==> src/rtl/clock_divider_bank.sv <==
// Multi-channel programmable divider: 50 % duty square waves of period 2*HALF plus a rising tick.
// Optional macro CLKDIV_SHADOW_EN defers divisor writes to the end of the current full period.
module clock_divider_bank #(
  parameter int CHANNELS     = 4,
  parameter int WIDTH        = 25,
  parameter int DEFAULT_HALF = 25
) (
  input  logic                CLK,
  input  logic                RESET,
  input  logic [CHANNELS-1:0] EN,
  input  logic                SYNC,
  input  logic                WR_EN,
  input  logic [3:0]          WR_CH,
  input  logic [WIDTH-1:0]    WR_HALF,
  output logic                WR_ACK,
  output logic                WR_ERR,
  output logic [CHANNELS-1:0] CLK_OUT,
  output logic [CHANNELS-1:0] TICK
);

  localparam logic [WIDTH-1:0] HalfRst = WIDTH'(DEFAULT_HALF);

  logic wr_valid;
  assign wr_valid = WR_EN && (32'(WR_CH) < 32'(CHANNELS));

  always_ff @(posedge CLK or posedge RESET) begin
    if (RESET) begin
      WR_ACK <= 1'b0;
      WR_ERR <= 1'b0;
    end else begin
      WR_ACK <= wr_valid;
      WR_ERR <= WR_EN && !wr_valid;
    end
  end

  for (genvar g = 0; g < CHANNELS; g++) begin : g_ch
    logic [WIDTH-1:0] cnt_q;
    logic [WIDTH-1:0] half_q;
    logic             out_q;
    logic             tick_q;
    logic             wr_hit;
    logic             run;
    logic             wrap;
    logic             apply;
    logic             restart;
    logic [WIDTH-1:0] new_half;

    assign wr_hit = wr_valid && (WR_CH == 4'(g));
    assign run    = EN[g] && (half_q != '0);
    // >= rather than == so a divisor lowered below CNT wraps next edge instead of rolling over
    assign wrap   = cnt_q >= (half_q - WIDTH'(1));

`ifdef CLKDIV_SHADOW_EN
    logic             pend_q;
    logic [WIDTH-1:0] pend_val_q;
    logic             eff_pend;

    assign eff_pend = wr_hit || pend_q;
    assign new_half = wr_hit ? WR_HALF : pend_val_q;
    // Apply at the 1->0 wrap (end of a full period), or at once if the channel is not counting
    assign apply    = eff_pend && (SYNC || !run || (wrap && out_q));
    assign restart  = 1'b0;

    always_ff @(posedge CLK or posedge RESET) begin
      if (RESET) begin
        pend_q     <= 1'b0;
        pend_val_q <= '0;
      end else if (apply) begin
        pend_q     <= 1'b0;
      end else if (wr_hit) begin
        pend_q     <= 1'b1;
        pend_val_q <= WR_HALF;
      end
    end
`else
    assign new_half = WR_HALF;
    assign apply    = wr_hit;
    // Immediate write restarts the current half-period at its new length
    assign restart  = wr_hit;
`endif

    always_ff @(posedge CLK or posedge RESET) begin
      if (RESET) begin
        cnt_q  <= '0;
        half_q <= HalfRst;
        out_q  <= 1'b0;
        tick_q <= 1'b0;
      end else begin
        if (apply) begin
          half_q <= new_half;
        end
        if (SYNC || !run) begin
          cnt_q  <= '0;
          out_q  <= 1'b0;
          tick_q <= 1'b0;
        end else if (restart) begin
          cnt_q  <= '0;
          tick_q <= 1'b0;
        end else if (wrap) begin
          cnt_q  <= '0;
          out_q  <= ~out_q;
          tick_q <= ~out_q;
        end else begin
          cnt_q  <= cnt_q + WIDTH'(1);
          tick_q <= 1'b0;
        end
      end
    end

    assign CLK_OUT[g] = out_q;
    assign TICK[g]    = tick_q;
  end

endmodule

==> config.mk <==
export PLATFORM = sky130hd
export DESIGN_NAME = clock_divider_bank
export DESIGN_NICKNAME = d
export VERILOG_FILES = /design/src/rtl/clock_divider_bank.sv
export SDC_FILE = /design/constraint.sdc
export NUM_CORES = 1
export LEC_CHECK = 0
export ABC_AREA = 1
export ABC_CLOCK_PERIOD_IN_PS = 12500
export BUFFER_PORTS_ARGS = -buffer_cell sky130_fd_sc_hd__buf_4
export CAP_MARGIN = 20
export CELL_PAD_IN_SITES_DETAIL_PLACEMENT = 1
export CELL_PAD_IN_SITES_GLOBAL_PLACEMENT = 2
export CORE_ASPECT_RATIO = 0.9
export CORE_MARGIN = 2
export CORE_UTILIZATION = 40
export DETAILED_ROUTE_END_ITERATION = 8
export PLACE_DENSITY = 0.9
export SYNTH_ARGS = -nofsm -noshare
export SYNTH_HDL_FRONTEND = slang
export SYNTH_SLANG_ARGS = --single-unit
==> constraint.sdc <==
create_clock -name CLK -period 12.5 [get_ports CLK]
set_input_delay 0.625 -clock CLK [delete_from_list [all_inputs] [get_ports CLK]]
set_output_delay 0.625 -clock CLK [all_outputs]
set_load 0.01 [all_outputs]
==> qor.log <==
INFO  outcome        outcome=complete, no violations
INFO  grt            grt_start_max_net_pins=135
INFO  critical_path  top_cell_by_count_worst_path=sky130_fd_sc_hd__inv_1
INFO  critical_path  cp_max_fanout=21
INFO  drt            post_drt_via_cell_ratio=5.08
INFO  drt            detailedRoute.firstPassIterationCount=5
INFO  critical_path  worstPathRequired=12.94ns
INFO  clock_tree     insertion_delay=0.56ns
INFO  critical_path  timing.critical_path.max_delay_family=simple AND/OR/NAND/NOR gates
INFO  placed_design  dp_hpwl=31900µm
INFO  drt            drt_iter0_markers=532
INFO  synthesis      leading_post_synthesis_cells_by_instance_count=sky130_fd_sc_hd__nand2_1, sky130_fd_sc_hd__inv_1, sky130_fd_sc_hd__nor2_1
INFO  pwr            worst_ir_drop_vdd=0.109mV
INFO  sta            fin_crit_sh=30.0%
INFO  drt            num_vias=12.7k
INFO  critical_path  critical_path_arrival=4.19ns
INFO  sta            finClkSkew=0.0178ns
INFO  synthesis      post_synth_main_area_contributors=sky130_fd_sc_hd__dfrtp_1, sky130_fd_sc_hd__nand2_1, sky130_fd_sc_hd__ha_1
INFO  floorplanning  num_io_pins=47
INFO  synthesis      synth.distinct_cells=37
INFO  critical_path  cp-end-kind=flip-flop
INFO  clock_tree     cts_root_buffer=sky130_fd_sc_hd__clkbuf_16
INFO  critical_path  critPathLaunchType=flip-flop
INFO  critical_path  crit_buf_inv=4
INFO  drt            drt.antenna.violating_nets=0
INFO  critical_path  critPathSlowestCell=sky130_fd_sc_hd__nand3_1
INFO  synthesis      yosysWarnings=0
INFO  sta            timing.fmax=0.267GHz
INFO  drt            drc=0
INFO  synthesis      synthDominantAreaCellType=sky130_fd_sc_hd__dfrtp_1
INFO  critical_path  critical_register_to_register_path_startpoint=g_ch[3].half_q[0]
INFO  floorplanning  die_w=205µm
INFO  worst_hold_path hold_class=in2async
INFO  synthesis      asyncSetResetFlopFracSynth=100%
INFO  synthesis      post_synth_fa_ha_maj_area_fraction=9.26%
INFO  grt            grt_pass1_wl=69200µm
INFO  synthesis      syn_avg_cell_area=7.42µm²
INFO  placed_design  routability_cong=0.828
INFO  synthesis      ys_seq_area_share=36.1%
INFO  placed_design  placedInstanceArea=15300µm²
INFO  critical_path  cp_cell_sequence=inv_1 > ha_1 > nand2_2 > inv_1 > nand2_2 > inv_1 > nand2_1 > nor2_1 > nand2_1 > xor2_1 > ha_1 > a21o_1 > nor2_1 > nand2_1 > a21oi_1 > nand3_1 > nand3_1 > inv_1
INFO  clock_tree     cts_resized=0
INFO  cells_and_area post_route_cells_drive_above_1_share=9.16%
INFO  synthesis      synth-compound-area-share=6.03%
INFO  synthesis      combinational_family_with_the_most_area_after_synthesis=simple AND/OR/NAND/NOR gates
INFO  critical_path  timing.setup.critical_path_class=reg2reg
INFO  clock_tree     cts.repair_timing.setup_buffer_count=0
INFO  drt            wirelength=41800µm
INFO  clock_tree     cts_buffers=27
INFO  synthesis      synthSimpleGateAreaFrac=31.2%
INFO  cells_and_area number_of_antenna_cells_inserted=0
INFO  sta            finalCriticalPeriod=3.75ns
INFO  grt            number_of_antenna_violations_at_the_first_check_in_global_routing=0
INFO  critical_path  timing.reg2reg.setup_slack=8.75ns
INFO  synthesis      synthFlopType=sky130_fd_sc_hd__dfrtp_1
INFO  clock_tree     clock_tree_from_tritoncts=done
INFO  synthesis      cell_count_after_synthesis=1968
INFO  pwr            leakage=0.00769µW
INFO  sta            final_hold_violation_count=0
INFO  clock_tree     htree_levels=1
INFO  cells_and_area layout.nets=2154
INFO  synthesis      synth_enable_flop_cells=0
INFO  synthesis      synth-seq-cells=210
INFO  synthesis      muxShareOfSynthArea=0%
INFO  grt            grt.overflow.total=0
INFO  critical_path  timing.reg2reg.worst_path_depth=18
INFO  synthesis      syn_area=14600µm²
INFO  drt            detail_route.wl_per_cell=16.7µm
INFO  floorplanning  chipHeight=185µm
INFO  synthesis      yosys.area.top_type_share=33.9%
INFO  floorplanning  design.die.area=38000µm²
INFO  synthesis      fraction_of_synthesized_cell_area_in_xor_and_xnor_cells=8.64%
INFO  clock_tree     clk_pin_slew=0.06ns
INFO  sta            worst_slew_pin_slew=1.11ns
INFO  pwr            power_density_normalized_to_cell_area=127nW/µm²
INFO  critical_path  critPathMaxStageDelay=0.77ns
INFO  sta            maxSlewViolCount=0
INFO  floorplanning  floorplan.rows=66
INFO  cells_and_area syn_to_final_growth=11.4%
INFO  sta            rsz_0062_raised_after_global_routing=no
INFO  floorplanning  initial_utilization=40.5%
INFO  synthesis      synth_fp_nets=2113
INFO  sta            setup_viol_count_final=0
INFO  sta            totalNegativeSetupSlack=0ns
INFO  cells_and_area final_design_area_no_fill=16300µm²
INFO  synthesis      synth.most_common_cell=sky130_fd_sc_hd__nand2_1
INFO  placed_design  port-buffer-count=46
INFO  grt            globalRouteTotalUtil=22.7%
INFO  floorplanning  placeableCoreArea=36100µm²
INFO  critical_path  rr_endpoint=g_ch[3].tick_q
INFO  run            drv_cap=0
INFO  clock_tree     ctsLongestPathBuffers=3
INFO  grt            grt_pass1_vias=13.4k
INFO  clock_tree     holdBufCountCts=0
INFO  clock_tree     clock-sinks=210
INFO  sta            slew-limit-headroom=26.0%
[logic make-up (layout without fill, tap and decap cells)]
| group | after synthesis | in the layout |
|---|---|---|
| DFF | 210 | 210 |
| adders and majority gates | 108 | 108 |
| and+or+nand+nor | 1024 | 1024 |
| buffers and inverters | 316 | 378 |
| xor gates and xnor gates | 144 | 144 |
| AOI/OAI and AO/OA | 166 | 166 |
[metal layers]
layer | share of wire (%) | vias to the layer above | GRT usage, % | routed length (µm)
met2 | 46 | 151 | 38.4 | 19400
met4 | 2.4 | 0 | 5.50 | 1020
met1 | 48 | 6211 | 30.8 | 20100
met5 | 0 | - | 0 | 0
li1 | - | 6312 | - | -
met3 | 3.0 | 59 | 2.85 | 1270
[cells in the final DEF, fill, tap and decap left out, types with 5 or more instances in the layout]
master / synthesis / final
sky130_fd_sc_hd__nor3_2: 16 / 16
sky130_fd_sc_hd__inv_1: 268 / 267
sky130_fd_sc_hd__o21a_1: 5 / 5
sky130_fd_sc_hd__o21ai_0: 91 / 91
sky130_fd_sc_hd__nor2_1: 260 / 260
sky130_fd_sc_hd__buf_4: 12 / 51
sky130_fd_sc_hd__nor3_1: 81 / 81
sky130_fd_sc_hd__nand3_2: 10 / 10
sky130_fd_sc_hd__nor2_2: 21 / 21
sky130_fd_sc_hd__ha_1: 108 / 108
sky130_fd_sc_hd__a21oi_1: 50 / 50
sky130_fd_sc_hd__xor2_1: 115 / 115
sky130_fd_sc_hd__clkbuf_1: 15 / 8
sky130_fd_sc_hd__o21ai_1: 5 / 5
sky130_fd_sc_hd__nand3b_1: 5 / 5
sky130_fd_sc_hd__a21o_1: 9 / 9
sky130_fd_sc_hd__nand2_1: 474 / 474
sky130_fd_sc_hd__dfstp_2: 12 / 12
sky130_fd_sc_hd__clkinv_2: 0 / 5
sky130_fd_sc_hd__o21bai_1: 5 / 5
sky130_fd_sc_hd__nand3_1: 92 / 92
sky130_fd_sc_hd__xnor2_1: 29 / 29
sky130_fd_sc_hd__nand2_2: 13 / 13
sky130_fd_sc_hd__clkbuf_16: 0 / 27
sky130_fd_sc_hd__nand4_1: 33 / 33
sky130_fd_sc_hd__dfrtp_1: 198 / 198
sky130_fd_sc_hd__clkbuf_8: 0 / 7
sky130_fd_sc_hd__inv_2: 8 / 8
[sequential cells by signal, summed over array words and instances, names as in the netlist]
register     count
g_ch.out_q       4
WR_ACK           1
WR_ERR           1
g_ch.half_q    100
g_ch.cnt_q     100
g_ch.tick_q      4
[layout make-up]
class / count / area [µm²]
timing repair buffer: 52 / 410
inverter: 276 / 1040
clock inverter: 8 / 93.8
fill: 4501 / 19800
clock buffer: 42 / 802
tap: 476 / 596
multi-input combinational: 1442 / 8050
sequential: 210 / 5270
[per-stage QoR]
| step | setup WS [ns] | utilization, % | hold WS, ns | total power, µW | cells |
|---|---|---|---|---|---|
| floorplan | 6.16 | - | 0.450 | 1150 | 1968 |
| global placement | 8.89 | 42.5 | 0.477 | 1270 | 2455 |
| detailed placement | 8.76 | 42.5 | 0.478 | 1290 | 2455 |
| CTS | 8.74 | 45.0 | 0.282 | 2100 | 2505 |
| global route | 8.39 | 45.1 | 0.305 | 2200 | 2506 |
| finish | 8.75 | 45.1 | 0.298 | 2070 | 2506 |
[power breakdown]
part           total [µW]  switching (µW)  internal [µW]
Clock                 795             316            480
Combinational         453             298            155
Sequential            822            60.2            761
Total                2070             674           1400
[worst max path at each step]
stage	from	end	slack, ns	cells after the start
6_report	g_ch[3].half_q[0]	g_ch[3].tick_q	8.75	18
2_1_floorplan	RESET	WR_ACK	6.16	1
5_1_grt	g_ch[3].half_q[0]	g_ch[3].out_q	8.39	19
4_1_cts	g_ch[3].half_q[0]	g_ch[3].cnt_q[0]	8.74	17
3_5_place_dp	g_ch[3].half_q[0]	g_ch[3].tick_q	8.76	18
3_3_place_gp	g_ch[3].half_q[0]	g_ch[3].out_q	8.89	18
Power figures use the tool's default switching activity.
